==> config.mk <==
export PLATFORM = sky130hd
export DESIGN_NAME = instr_stream_encoder
export DESIGN_NICKNAME = d
export VERILOG_FILES = /design/src/rtl/instr_stream_encoder.sv
export SDC_FILE = /design/constraint.sdc
export NUM_CORES = 1
export LEC_CHECK = 0
export BUFFER_PORTS_ARGS = -buffer_cell sky130_fd_sc_hd__buf_2
export CAP_MARGIN = 20
export CORE_MARGIN = 3
export CORE_UTILIZATION = 45
export DETAILED_ROUTE_END_ITERATION = 10
export GPL_TIMING_DRIVEN = 0
export PLACE_DENSITY = 0.65
export SLEW_MARGIN = 20
export SYNTH_ARGS = -nofsm -noshare
export SYNTH_HDL_FRONTEND = slang
export SYNTH_SLANG_ARGS = --single-unit
==> constraint.sdc <==
create_clock -name clk -period 4.17 [get_ports clk]
set_clock_uncertainty 0.15 [all_clocks]
set_input_delay 0.834 -clock clk [delete_from_list [all_inputs] [get_ports clk]]
set_output_delay 0.834 -clock clk [all_outputs]
set_load 0.05 [all_outputs]
==> src/rtl/instr_stream_encoder.sv <==
// instr_stream_encoder: packs decoded WISC-S25 instruction fields into 16-bit
// machine words, buffers them in a small FIFO and drains them sequentially to
// the instruction-memory write port until HLT has been written.
// Optional feature macro: ENC_RANGE_CHECK_EN (immediate range checking with
// enc_err / err_count). Without it, immediates are truncated and always pushed.
module instr_stream_encoder #(
  parameter int unsigned DEPTH     = 8,
  parameter logic [15:0] BASE_ADDR = 16'h0000
) (
  input  logic                     clk,
  input  logic                     rst,
  input  logic                     in_valid,
  output logic                     in_ready,
  input  logic [3:0]               in_opcode,
  input  logic [3:0]               in_rd,
  input  logic [3:0]               in_rs,
  input  logic [3:0]               in_rt,
  input  logic [15:0]              in_imm,
  input  logic [2:0]               in_cc,
  output logic                     mem_wr_en,
  output logic [15:0]              mem_addr,
  output logic [15:0]              mem_wdata,
  input  logic                     mem_ready,
  output logic                     busy,
  output logic                     done,
  output logic [15:0]              instr_count,
  output logic                     enc_err,
  output logic [7:0]               err_count,
  output logic [$clog2(DEPTH):0]   fifo_level
);

  localparam int unsigned PTR_W = $clog2(DEPTH);
  localparam int unsigned LVL_W = PTR_W + 1;

  typedef enum logic [1:0] {
    S_LOAD  = 2'd0,
    S_DRAIN = 2'd1,
    S_DONE  = 2'd2
  } state_t;

  state_t             state_q;
  logic [PTR_W-1:0]   wr_ptr_q;
  logic [PTR_W-1:0]   rd_ptr_q;
  logic [LVL_W-1:0]   level_q;
  logic [LVL_W-1:0]   level_d;
  logic [15:0]        addr_q;
  logic [15:0]        count_q;
  logic [15:0]        fifo_mem [DEPTH];

  logic [15:0]        enc_word;
  logic               range_ok;
  logic               accept;
  logic               push;
  logic               pop;
  logic               full;
  logic               empty;

  assign full   = (level_q == LVL_W'(DEPTH));
  assign empty  = (level_q == '0);

  // Pure field packing plus the legal immediate range for each format.
  always_comb begin
    enc_word = 16'hF000;
    range_ok = 1'b1;
    case (in_opcode)
      4'h0, 4'h1, 4'h2, 4'h3, 4'h7: begin
        enc_word = {in_opcode, in_rd, in_rs, in_rt};
      end
      4'h4, 4'h5, 4'h6: begin
        enc_word = {in_opcode, in_rd, in_rs, in_imm[3:0]};
        range_ok = (in_imm[15:4] == 12'h000);
      end
      4'h8, 4'h9: begin
        // Signed 4-bit offset: everything above bit 3 must replicate the sign.
        enc_word = {in_opcode, in_rd, in_rs, in_imm[3:0]};
        range_ok = (in_imm[15:3] == {13{in_imm[3]}});
      end
      4'hA, 4'hB: begin
        enc_word = {in_opcode, in_rd, in_imm[7:0]};
        range_ok = (in_imm[15:8] == 8'h00);
      end
      4'hC: begin
        // Signed 9-bit branch offset.
        enc_word = {in_opcode, in_cc, in_imm[8:0]};
        range_ok = (in_imm[15:8] == {8{in_imm[8]}});
      end
      4'hD: begin
        enc_word = {in_opcode, in_cc, 1'b0, in_rs, 4'h0};
      end
      4'hE: begin
        enc_word = {in_opcode, in_rd, 8'h00};
      end
      default: begin
        enc_word = 16'hF000;
      end
    endcase
  end

  assign in_ready  = (state_q == S_LOAD) && !full;
  assign accept    = in_valid && in_ready;
  assign mem_wr_en = !empty && (state_q != S_DONE);
  assign pop       = mem_wr_en && mem_ready;
  assign mem_wdata = mem_wr_en ? fifo_mem[rd_ptr_q] : 16'h0000;
  assign mem_addr  = addr_q;

`ifdef ENC_RANGE_CHECK_EN
  logic       err_q;
  logic [7:0] err_cnt_q;
  logic       reject;

  assign push   = accept && range_ok;
  assign reject = accept && !range_ok;

  // Sticky error flag and saturating count of rejected tuples.
  always_ff @(posedge clk) begin
    if (rst) begin
      err_q     <= 1'b0;
      err_cnt_q <= 8'h00;
    end else if (reject) begin
      err_q <= 1'b1;
      if (err_cnt_q != 8'hFF) begin
        err_cnt_q <= err_cnt_q + 8'd1;
      end
    end
  end

  assign enc_err   = err_q;
  assign err_count = err_cnt_q;
`else
  logic unused_range_ok;

  assign push            = accept;
  assign unused_range_ok = range_ok;
  assign enc_err         = 1'b0;
  assign err_count       = 8'h00;
`endif

  // Occupancy after this cycle's push/pop; a simultaneous push and pop cancel.
  always_comb begin
    level_d = level_q;
    case ({push, pop})
      2'b10:   level_d = level_q + LVL_W'(1);
      2'b01:   level_d = level_q - LVL_W'(1);
      default: level_d = level_q;
    endcase
  end

  // Sequencer: load tuples until HLT, drain the FIFO, then park in DONE.
  always_ff @(posedge clk) begin
    if (rst) begin
      state_q <= S_LOAD;
    end else begin
      case (state_q)
        S_LOAD: begin
          if (accept && (in_opcode == 4'hF)) begin
            state_q <= S_DRAIN;
          end
        end
        S_DRAIN: begin
          if (pop && (level_q == LVL_W'(1))) begin
            state_q <= S_DONE;
          end
        end
        default: begin
          state_q <= S_DONE;
        end
      endcase
    end
  end

  // Word storage; no reset so it maps onto distributed RAM.
  always_ff @(posedge clk) begin
    if (push) begin
      fifo_mem[wr_ptr_q] <= enc_word;
    end
  end

  // FIFO pointers, occupancy, write address and written-word counter.
  always_ff @(posedge clk) begin
    if (rst) begin
      wr_ptr_q <= '0;
      rd_ptr_q <= '0;
      level_q  <= '0;
      addr_q   <= BASE_ADDR;
      count_q  <= 16'h0000;
    end else begin
      level_q <= level_d;
      if (push) begin
        wr_ptr_q <= wr_ptr_q + PTR_W'(1);
      end
      if (pop) begin
        rd_ptr_q <= rd_ptr_q + PTR_W'(1);
        // Wraps from FFFE to 0000 naturally.
        addr_q   <= addr_q + 16'd2;
        count_q  <= count_q + 16'd1;
      end
    end
  end

  assign instr_count = count_q;
  assign fifo_level  = level_q;
  assign done        = (state_q == S_DONE);
  assign busy        = (state_q != S_DONE) && (!empty || (state_q == S_DRAIN));

endmodule

==> reports/results.ini <==
[routing]
drtPass1Iterations=4
ant_nets=0
drc=0
wl_per_cell_um=18.47
vias_per_cell=5.424
wl_um=15880
first_iter_violations=318
vias=4665

[timing]
clock.fmax_mhz=263.3
finalCritPeriodShare_pct=91.08
tightest_slew_ns=0.9308
hold_viol_final=0
rsz0062_at_grt=false
setup_viol=0
whs_ns=0.3484
relSlewSlack_pct=37.94
timing.final.ws_setup_ns=0.3721
drv_slew=0
finalSetupTns_ns=0
fin_crit_ns=3.798

[synthesis]
netlist_area_um2=7326
ys_ff_latch=174
synthFlopType=edfxtp_1
avgSynthCellArea_um2=14.56
synth-edff-count=128
ys_seq_area_share_pct=65.04
ys_warn_count=0
async_reset_ff_share_pct=0
yosysUniqueCellTypes=46
postSynthCellCount=503

[floorplan]
start_util_pct=46.12
io_pins=104
coreArea_um2=15890
rows=46
dieArea_um2=17850
die_y_um=133.6
die_w_um=133.6

[clocking]
cts_tree=built
cts_sinks=174
clk_latency_ns=0.42
ctsResizeCount=0
cts_buffer_depth=2
h-tree-depth=4
cts_buffers=17
cts_hold_buf=0
cts.clk_slew.worst_paths_ns=0.07
postCtsSetupRepairBufs=0
root_buffer=clkbuf_16

[critical_path]
crit_type=reg2out
reg2reg_from=fifo_level[0]
crit_path_end_kind=output port
crit_buf_inv=3
crit_start=fifo_level[1]
cp_max_fo=18
path_delay_family=simple AND/OR/NAND/NOR gates
crit_arrival_ns=2.81
cp_cell_sequence=inv_1 -> ha_1 -> or3b_2 -> clkbuf_1 -> nand2_1 -> nor2_1 -> buf_2
cpPeakStageDelay_ns=0.65
crit_required_ns=3.19
start_kind=register
cp_slowest_cell=nand2_1

[place]
gp_congestion=0.8086
port_buffers=86
post-place-ws_ns=0.5567
dp_hpwl_um=11230
dp_cells=828

[global_route]
grt_overflow_total=0
grt_use_total_pct=18.43
grt_pass1_vias=4695
antenna_found_initial=0
grt_max_degree=18
grt_pass1_wl_um=25160

[layout]
drive_gt1_share_pct=30.95
seq_area_um2=4765
finalNonFillerCells=860
nets=677
nFillCells=1334
multiInputGateArea_um2=2399
finish.utilization_pct=55.35
syn_to_final_growth_pct=20.02

[power_and_ir_drop]
vdd_drop_max_uv=326.7
p_per_area_nw_per_um2=591.2
power_leakage_nw=3.113

[hold_path]
hold_path.class=reg2reg
hold_start=instr_count[9]

[status]
status=finished, final reports clean

[job]
drv_cap=0

-- registers in the layout (all words and copies together), names as in the netlist, named ones only --
register,cells
fifo_level,4
fifo_mem,128
instr_count,16
mem_addr,15
rd_ptr_q,3
state_q,2
wr_ptr_q,3
-- power by group --
group	internal, mW	switching [mW]	leakage, nW
combinational	0.511	1.11	1.29
sequential	1.97	0.0681	1.54
clock	0.842	0.697	0.282
-- logic make-up (layout without fill, tap and decap cells) --
logic type | count (synthesis) | count (layout) | synth area share [%]
flip-flops | 174 | 174 | 65.04
AND/OR/NAND/NOR | 138 | 138 | 10.21
AO/OA/AOI/OAI | 68 | 68 | 5.739
multiplexers | 54 | 54 | 12.89
buffers and inverters | 47 | 178 | 3.143
XOR/XNOR | 13 | 13 | 1.554
adder cells (fa/ha/maj) | 8 | 8 | 1.366
other | 1 | 11 | 0.05119
-- final timing paths --
| path | slack [ns] | endpoint | cells after the start |
|---|---|---|---|
| max | 0.37 | mem_wdata[14] | 7 |
| min | 0.35 | instr_count[9] | 2 |
| max reg2reg | 0.88 | fifo_level[3] | 12 |
| min reg2reg | 0.35 | instr_count[9] | 2 |
-- worst min-delay path: cells and delay by family (launching register included) --
| family | cells | cell delay, ns |
|---|---|---|
| AOI/OAI and AO/OA | 2 | 0.13 |
| DFF | 1 | 0.33 |
-- placed cells by master, fill, tap and decap left out, types with 3 or more instances in the layout --
master	count
xnor2_1	7
o21ai_0	14
nor4_1	3
dfxtp_1	46
mux2_2	3
buf_6	4
a22o_1	11
mux4_2	32
nor2_2	3
nor3_2	4
xor2_1	6
nor2b_1	6
nand3_1	11
a21oi_1	28
buf_2	91
ha_1	8
and4_1	4
edfxtp_1	128
buf_4	19
nand4_1	8
nor2_1	38
clkbuf_1	16
inv_1	10
conb_1	10
o31ai_1	11
nor3b_1	3
clkbuf_16	17
nand2_1	21
inv_6	8
or3_1	10
mux2i_1	19
or4_1	12
-- per-stage QoR --
stage	power (mW)	instance area, um2
3_5_place_dp	3.719	8223
3_3_place_gp	3.674	8060
5_1_grt	5.438	8790
6_report	5.198	8792
2_1_floorplan	3.298	7360
4_1_cts	5.254	8793
-- cell usage after synthesis (2+ instances only) --
library cell,count,area (um2)
o31ai_1,11,82.58
mux2_2,3,33.78
xor2_1,6,52.55
xnor2_1,7,61.31
edfxtp_1,128,3844
o21ai_0,14,70.07
nand3_1,11,55.05
clkbuf_1,17,63.81
nor3b_1,3,22.52
and2_1,2,12.51
or4_1,12,90.09
dfxtp_1,46,920.9
mux4_2,32,720.7
or3_1,10,62.56
inv_2,2,7.510
inv_1,10,37.54
buf_2,4,20.02
nand4_1,8,50.05
mux2i_1,19,190.2
and4_1,4,35.03
nor2_1,41,153.9
nand2b_1,2,12.51
a22o_1,11,96.34
buf_4,11,82.58
a21oi_1,28,140.1
ha_1,8,100.1
nor3_1,5,25.02
nand2_1,21,78.83
nor2b_1,6,37.54
nor4_1,4,25.02
buf_1,2,7.510
-- routing by layer --
metal / share of wire (%) / vias to the layer above / global-route usage (%)
met1: 43 / 2335 / 23.37
li1: - / 2184 / -
met5: 0 / - / 0
met2: 51 / 127 / 31.41
met4: 1.6 / 0 / 6.400
met3: 4.8 / 19 / 4.192
-- cell type report --
cell class / instances / area share (%)
diodes: 1 / 0.02846
plain buffers: 34 / 2.063
clock buffers: 17 / 4.838
clock inverters: 15 / 1.651
inverters: 12 / 0.5123
multi-input cells: 291 / 27.28
flip-flops and latches: 174 / 54.19
well taps: 216 / 3.074
repair buffers: 100 / 6.361
(Power assumes the default switching activity.)
